File: src/rtl/alu_pipe_if.sv
// ============================================================================
// Module      : alu_pipe_if
// Description : Operand/result handshake bundle for alu_pipe.
// Revision    : 1.0 - initial release
// ============================================================================
`default_nettype none

interface alu_pipe_if #(
   parameter int WIDTH = 4
) ();
   logic             in_valid;
   logic             in_ready;
   logic [WIDTH-1:0] A;
   logic [WIDTH-1:0] B;
   logic [2:0]       sel;
   logic             out_valid;
   logic             out_ready;
   logic [WIDTH-1:0] Y;
   logic [3:0]       flags;

   // master is the producer/consumer side, slave is the ALU
   modport master (
      output in_valid, A, B, sel, out_ready,
      input  in_ready, out_valid, Y, flags
   );

   modport slave (
      input  in_valid, A, B, sel, out_ready,
      output in_ready, out_valid, Y, flags
   );
endinterface

`default_nettype wire

File: src/rtl/alu_pipe.sv
// ============================================================================
// Module      : alu_pipe
// Description : Two-stage pipelined WIDTH-bit ALU with valid/ready on both
//               sides. Define ALU_PIPE_SAT_EN for unsigned-saturating ADD/SUB.
// Revision    : 1.0 - initial release
// ============================================================================
`default_nettype none

module alu_pipe #(
   parameter int WIDTH = 4
) (
   input  wire logic   clk,
   input  wire logic   rst,
   alu_pipe_if.slave   alu
);

   localparam int       SHW        = $clog2(WIDTH);
   localparam bit [2:0] c_OP_ADD   = 3'b000;
   localparam bit [2:0] c_OP_SUB   = 3'b001;
   localparam bit [2:0] c_OP_AND   = 3'b010;
   localparam bit [2:0] c_OP_OR    = 3'b011;
   localparam bit [2:0] c_OP_NOT   = 3'b100;
   localparam bit [2:0] c_OP_XOR   = 3'b101;
   localparam bit [2:0] c_OP_SHL   = 3'b110;
   localparam bit [2:0] c_OP_SHR   = 3'b111;

   logic             r_s1_valid;
   logic [WIDTH-1:0] r_a;
   logic [WIDTH-1:0] r_b;
   logic [2:0]       r_sel;
   logic             r_s2_valid;
   logic [WIDTH-1:0] r_y;
   logic [3:0]       r_flags;

   logic             w_adv1;
   logic             w_adv2;
   logic [SHW-1:0]   w_amt;
   logic [WIDTH:0]   w_sum;
   logic [WIDTH:0]   w_diff;
   logic [WIDTH:0]   w_shl;
   logic [WIDTH:0]   w_shr;
   logic [WIDTH-1:0] w_y;
   logic             w_c;
   logic             w_v;

   assign w_adv2 = !r_s2_valid || alu.out_ready;
   assign w_adv1 = !r_s1_valid || w_adv2;

   assign alu.in_ready  = w_adv1;
   assign alu.out_valid = r_s2_valid;
   assign alu.Y         = r_y;
   assign alu.flags     = r_flags;

   always_ff @(posedge clk or posedge rst) begin
      if (rst) begin
         r_s1_valid <= 1'b0;
         r_a        <= '0;
         r_b        <= '0;
         r_sel      <= '0;
      end else if (w_adv1) begin
         r_s1_valid <= alu.in_valid;
         if (alu.in_valid) begin
            r_a   <= alu.A;
            r_b   <= alu.B;
            r_sel <= alu.sel;
         end
      end
   end

   // Extra bit catches carry-out (SHL) or the last bit dropped off the LSB (SHR)
   assign w_amt  = r_b[SHW-1:0];
   assign w_sum  = {1'b0, r_a} + {1'b0, r_b};
   assign w_diff = {1'b0, r_a} - {1'b0, r_b};
   assign w_shl  = {1'b0, r_a} << w_amt;
   assign w_shr  = {r_a, 1'b0} >> w_amt;

   always_comb begin
      w_y = '0;
      w_c = 1'b0;
      w_v = 1'b0;
      case (r_sel)
         c_OP_ADD: begin
            w_y = w_sum[WIDTH-1:0];
            w_c = w_sum[WIDTH];
            w_v = (r_a[WIDTH-1] == r_b[WIDTH-1]) && (w_sum[WIDTH-1] != r_a[WIDTH-1]);
`ifdef ALU_PIPE_SAT_EN
            if (w_sum[WIDTH]) w_y = '1;
`endif
         end
         c_OP_SUB: begin
            w_y = w_diff[WIDTH-1:0];
            w_c = w_diff[WIDTH];
            w_v = (r_a[WIDTH-1] != r_b[WIDTH-1]) && (w_diff[WIDTH-1] != r_a[WIDTH-1]);
`ifdef ALU_PIPE_SAT_EN
            if (w_diff[WIDTH]) w_y = '0;
`endif
         end
         c_OP_AND: w_y = r_a & r_b;
         c_OP_OR:  w_y = r_a | r_b;
         c_OP_NOT: w_y = ~r_a;
         c_OP_XOR: w_y = r_a ^ r_b;
         c_OP_SHL: begin
            w_y = w_shl[WIDTH-1:0];
            w_c = w_shl[WIDTH];
         end
         c_OP_SHR: begin
            w_y = w_shr[WIDTH:1];
            w_c = w_shr[0];
         end
         default: begin
            w_y = '0;
            w_c = 1'b0;
         end
      endcase
   end

   always_ff @(posedge clk or posedge rst) begin
      if (rst) begin
         r_s2_valid <= 1'b0;
         r_y        <= '0;
         r_flags    <= '0;
      end else if (w_adv2) begin
         r_s2_valid <= r_s1_valid;
         if (r_s1_valid) begin
            r_y     <= w_y;
            r_flags <= {w_c, w_v, w_y[WIDTH-1], (w_y == '0)};
         end
      end
   end

endmodule

`default_nettype wire

File: src/flat_wrapper.sv
// flat-port wrapper written by rule: the top's interface ports become plain ports
module alu_pipe_flat 
#(
   parameter int WIDTH = 4
)
  (clk, rst, alu_in_valid, alu_A, alu_B, alu_sel, alu_out_ready, alu_in_ready, alu_out_valid, alu_Y, alu_flags);
  alu_pipe_if #(.WIDTH(WIDTH)) alu_i ();
  input  wire logic clk;
  input  wire logic rst;
  input wire logic [$bits(alu_i.in_valid)-1:0] alu_in_valid;
  input wire logic [$bits(alu_i.A)-1:0] alu_A;
  input wire logic [$bits(alu_i.B)-1:0] alu_B;
  input wire logic [$bits(alu_i.sel)-1:0] alu_sel;
  input wire logic [$bits(alu_i.out_ready)-1:0] alu_out_ready;
  output wire logic [$bits(alu_i.in_ready)-1:0] alu_in_ready;
  output wire logic [$bits(alu_i.out_valid)-1:0] alu_out_valid;
  output wire logic [$bits(alu_i.Y)-1:0] alu_Y;
  output wire logic [$bits(alu_i.flags)-1:0] alu_flags;
  assign alu_i.in_valid = alu_in_valid;
  assign alu_i.A = alu_A;
  assign alu_i.B = alu_B;
  assign alu_i.sel = alu_sel;
  assign alu_i.out_ready = alu_out_ready;
  assign alu_in_ready = alu_i.in_ready;
  assign alu_out_valid = alu_i.out_valid;
  assign alu_Y = alu_i.Y;
  assign alu_flags = alu_i.flags;
  alu_pipe #(.WIDTH(WIDTH)) u_core (.clk(clk), .rst(rst), .alu(alu_i));
endmodule
File: config.mk
export PLATFORM = sky130hd
export DESIGN_NAME = alu_pipe_flat
export DESIGN_NICKNAME = d
export VERILOG_FILES = /design/src/rtl/alu_pipe_if.sv /design/src/rtl/alu_pipe.sv /design/src/flat_wrapper.sv
export SDC_FILE = /design/constraint.sdc
export NUM_CORES = 1
export LEC_CHECK = 0
export ABC_AREA = 1
export BUFFER_PORTS_ARGS = -buffer_cell sky130_fd_sc_hd__buf_4
export CAP_MARGIN = 25
export CORE_ASPECT_RATIO = 0.9
export CORE_MARGIN = 2
export CORE_UTILIZATION = 35
export CTS_BUF_LIST = sky130_fd_sc_hd__clkbuf_2 sky130_fd_sc_hd__clkbuf_4 sky130_fd_sc_hd__clkbuf_8
export DETAILED_ROUTE_END_ITERATION = 10
export PLACE_DENSITY_LB_ADDON = 0.15
export SETUP_SLACK_MARGIN = 0.2
export SLEW_MARGIN = 15
export SYNTH_ARGS = -nofsm -noshare
export SYNTH_HDL_FRONTEND = slang
export SYNTH_SLANG_ARGS = --single-unit
export TNS_END_PERCENT = 50
File: constraint.sdc
create_clock -name clk -period 5 [get_ports clk]
set_input_delay 1.5 -clock clk [delete_from_list [all_inputs] [get_ports clk]]
set_output_delay 1.5 -clock clk [all_outputs]
set_load 0.1 [all_outputs]
Word-level counts from Yosys, hierarchy flattened

Index checks and enable logic that the tools add are counted.
Widths: inputs -> output; s select.

Multiplexer cells: 3
Bitwise logic cells: 4
Reductions and logical operators: 10
Equal/unequal tests: 11
Shift-type cells: 2
Add/subtract/negate cells: 2

Operators by type and width:

| kind               | number |
|---|---|
| $pmux 4 s8         | 1 |
| $eq 3x3->1 const B | 4 |
| $eq 3x2->1 const B | 2 |
| $add 4x4->5        | 1 |
| $shl 4x2->5        | 1 |
| $shr 5x2->5        | 1 |
| $sub 4x4->5        | 1 |
| $and 4x4->4        | 1 |
| $logic_not 4->1    | 1 |
| $not 4->4          | 1 |
| $or 4x4->4         | 1 |
| $pmux 1 s4         | 1 |
| $reduce_and 2->1   | 2 |
| $xor 4x4->4        | 1 |
| $eq 3x1->1 const B | 1 |
| $logic_not 3->1    | 1 |
| $ne 1x1->1         | 3 |
| $logic_and 1x1->1  | 2 |
| $logic_not 1->1    | 2 |
| $logic_or 1x1->1   | 2 |
| $pmux 1 s2         | 1 |
| $eq 1x1->1         | 1 |

Register bits after elaboration: 21
Output and inout bits: 10
Logic and storage cells: 39
Input bits: 15

Depth between registers and ports, before layout

Depth after elaboration: 4
Mapped depth: 12
Mapped depth without buffers: 12

Worst setup path after synthesis

No wires, ideal clock.

Kind: input to output
Start: in alu_out_ready
End: out alu_in_ready
Path buffers: 0
Stages on the path: 2
Arrival: 2308 ps
Data required time: 3500 ps
Setup slack: 1192 ps
Cell sequence: inv_1 -> nand3_1

Cells in the longest elaborated chain, start to end: 2

RTL lines:

| item             | RTL line           | RTL |
|---|---|---|
| start, declared  | flat_wrapper.sv:14 | `input wire logic [$bits(alu_i.out_ready)-1:0] alu_out_ready;` |
| $logic_or 1x1->1 | alu_pipe.sv:46     | `assign w_adv2 = !r_s2_valid \|\| alu.out_ready;` |
| $logic_or 1x1->1 | alu_pipe.sv:47     | `assign w_adv1 = !r_s1_valid \|\| w_adv2;` |
| end, declared    | flat_wrapper.sv:15 | `output wire logic [$bits(alu_i.in_ready)-1:0] alu_in_ready;` |

Every way passes these cells.

Worst setup path after layout

Ends and elaborated chain as after synthesis.

==> key figures <==
Placed design
  • PortBufs: 24
  • Post-DP HPWL: just over 3000 um
  • GP Congestion: 0.871

Finish
  • Multi-input logic area: 940 sq um
  • Fillers: 487
  • Ant diodes: 0
  • Nets@finish: 283
  • Post-layout util: a little over two fifths
  • Register area: 500 sq um
  • Area added between synthesis and finish: 15.8%
  • Share of layout cells above drive strength 1: about 15%

Global routing
  • GRT busiest layer: met1
  • Largest net degree at the start of global routing: 24
  • Met3 usage: between 2 and 3%
  • Global route overflow: 0
  • Tot GR Track Use: roughly 17%
  • Global-route wire length before repair: around 6800 um
  • Number of global-route vias before repair: 1438
  • Met2 Usage GRT: 26.1%
  • Initial antenna violation count: 0
  • M1 GR Usage: 26.5%

Routing
  • Vias per Instance: 4.75
  • Initial DRC count: 140
  • # DRC: 0
  • Wire per inst: 12.4 um
  • DRT Wirelength: about 4000 um
  • Detailed Routing Iterations Pass 1: 5
  • Routed Antenna Nets: 0
  • DR vias: between 1000 and 1500

Floorplanning
  • Die area: 5210 sq um
  • Core area: between 4000 and 5000 sq um
  • Initial Utilization: between 30% and 40%
  • Die extent in y: roughly 70 um
  • Core Rows: 23
  • Die W: around 76 um
  • I/O pin count: 25

Setup path
  • Crit path buffers/inverters: 3
  • CP most frequent cell: buf_4
  • Worst setup EP type: output port
  • Worst EP required: approximately 3500 ps
  • Slowest stage cell on the critical path: buf_4
  • Critical path class: input pin to output port
  • Startpoint types: input pin
  • Crit-path leading delay family: buffers and inverters
  • CP Data Arrival Time: a little over 2000 ps
  • Critical Path Fanout Max: 3
  • Crit-path cells: buf_4 > inv_1 > nand3_1 > buf_4
  • CP max stage delay: 250 ps

CTS
  • Worst-path clk slew: roughly 80 ps
  • Clock Tree Root: clkbuf_8
  • CTS tree: yes
  • Total CTS buffers: 3
  • Post-CTS sizing: 0
  • Htree depth: 1
  • Post-CTS Setup Bufs: 0
  • Clk sink count: 20
  • Clock Latency Late Sink: between 200 and 300 ps
  • Clock tree buffer depth: 2
  • CTS Hold Bufs: 0

STA
  • Setup Skew: roughly 2.5 ps
  • Period Utilization, post-route: ~70%
  • Max Slew Vio Count: 0
  • Setup-failing EPs final: 0
  • Worst slew margin: between 40% and 50%
  • Fin crit period: ~3500 ps
  • Fmax achieved: about 280 MHz
  • Final hold viol count: 0
  • Total negative setup slack: 0 ps
  • RSZ-0062 raised after global routing: no
  • Slew at the pin with the worst max-slew slack: 760 ps

Pwr
  • Worst ir drop on vdd: 0.199 mV
  • Leakage power: about 0.99 nW
  • Pwr Density: around 500 nW/um^2

Logic synthesis
  • Synth area leaders: dfrtp_1, nand2_1, ha_1, nor2_1, nand3_1
  • Avg Inst Size Synth: 6.98 sq um
  • Yosys top cell by area: dfrtp_1
  • Netlist cell types: 28
  • Yosys reg bits: 20
  • Synth top area share: a little under a third
  • Cells after Synth: approximately 230
  • Sequential area share after synthesis: between 30% and 40%
  • Synthesized Nets: approximately 260
  • YS warnings: 0
  • Synth Cell Area: approximately 1600 sq um

Run status
  • Run status: complete, no violations

Min path
  • Worst Hold Class: register to register

Flow run
  • # Max-Cap Violations: 0
==> flip-flops by register name (all words and copies together) (netlist names) <==
signal / count
u_core.alu.flags: 4
u_core.r_a: 4
u_core.r_b: 4
u_core.r_sel: 3
u_core.alu.out_valid: 1
u_core.alu.Y: 3
u_core.r_s1_valid: 1
==> cell usage after synthesis (all sizes together) <==
| master | number |
|---|---|
| nand2 | 59 |
| nor2 | 40 |
| inv | 28 |
| dfrtp | 20 |
| nand3 | 19 |
| a21oi | 18 |
| ha | 13 |
| nand4 | 8 |
| clkbuf | 5 |
| o21ai | 5 |
| buf | 4 |
| o211ai | 4 |
| fa | 2 |
| nor3 | 2 |
| a31oi | 1 |
| a41oi | 1 |
| clkinv | 1 |
| o21bai | 1 |
| o22ai | 1 |
| xor2 | 1 |
==> worst min-delay path: cells and delay by family (launching register included) <==
kind	cells	cell delay, ps
flip-flops	1	340
AND/OR/NAND/NOR	2	110
==> cell type report <==
type | instances | area share (%)
timing repair buffer | 24 | 9.57
tap | 62 | 4.12
sequential | 20 | 26.6
clock buffer | 3 | 2.19
multi-input combinational | 175 | 49.9
clock inverter | 1 | 1.60
inverter | 29 | 5.98
==> metal layers <==
metal	vias up	wire length [um]
li1	791	-
met1	665	1980
met2	33	1690
met3	2	189
met4	0	24
met5	-	0
==> layout by cell type, fill, tap and decap left out <==
master,instances
o22ai_1,1
nor3_1,2
buf_4,24
a21oi_1,18
nand2_2,3
nand2_1,56
inv_4,1
a41oi_1,1
bufinv_16,1
nand4_1,8
dfrtp_1,20
o21bai_1,1
inv_1,25
xor2_1,1
nand3_1,19
nor2_1,36
a31oi_1,1
clkinv_2,1
nor2_4,2
nor2_2,2
fa_1,2
ha_1,13
inv_2,2
clkbuf_8,3
o211ai_1,4
o21ai_0,5
==> where the power goes <==
group	switching (mW)	internal, mW	total, mW	leakage [nW]
clock	0.0570	0.107	0.164	0.0357
combinational	0.407	0.130	0.537	0.718
sequential	0.0416	0.202	0.243	0.232
total	0.506	0.438	0.944	0.986
==> kinds of logic after synthesis <==
kind of cell | count (synthesis) | synth area share [%]
adder cells (fa/ha/maj) | 15 | 12.5
flip-flops | 20 | 30.8
XOR/XNOR | 1 | 0.539
buffers and inverters | 38 | 11.4
AO/OA/AOI/OAI | 31 | 10.7
AND/OR/NAND/NOR | 128 | 34.1
==> worst paths after layout <==
path                                      start                   to  slack (ps)  cells after the start
worst min register to register  u_core.alu.Y[2]      u_core.alu.Y[2]         480                      2
worst min-delay path            u_core.alu.Y[2]      u_core.alu.Y[2]         480                      2
min in group asynchronous                   rst      u_core.r_sel[2]        1380                      2
max in group asynchronous                   rst        u_core.r_b[3]        3150                      2
worst max-delay path              alu_out_ready         alu_in_ready        1480                      4
worst max register to register    u_core.r_b[1]  u_core.alu.flags[0]        2800                      9
==> stage by stage <==
step / power [mW] / setup WS (ps) / hold WS [ps] / std cells / instance area [sq um]
6_report: 0.944 / 1480 / 481 / 314 / 1880
3_3_place_gp: 0.784 / 1500 / 470 / 310 / 1810
5_1_grt: 1.02 / 1420 / 522 / 314 / 1880
4_1_cts: 0.951 / 1470 / 488 / 314 / 1880
3_5_place_dp: 0.786 / 1480 / 470 / 310 / 1810
2_1_floorplan: 0.681 / 1190 / 532 / 233 / 1630
Note: power is estimated with default switching activity, not from simulation.
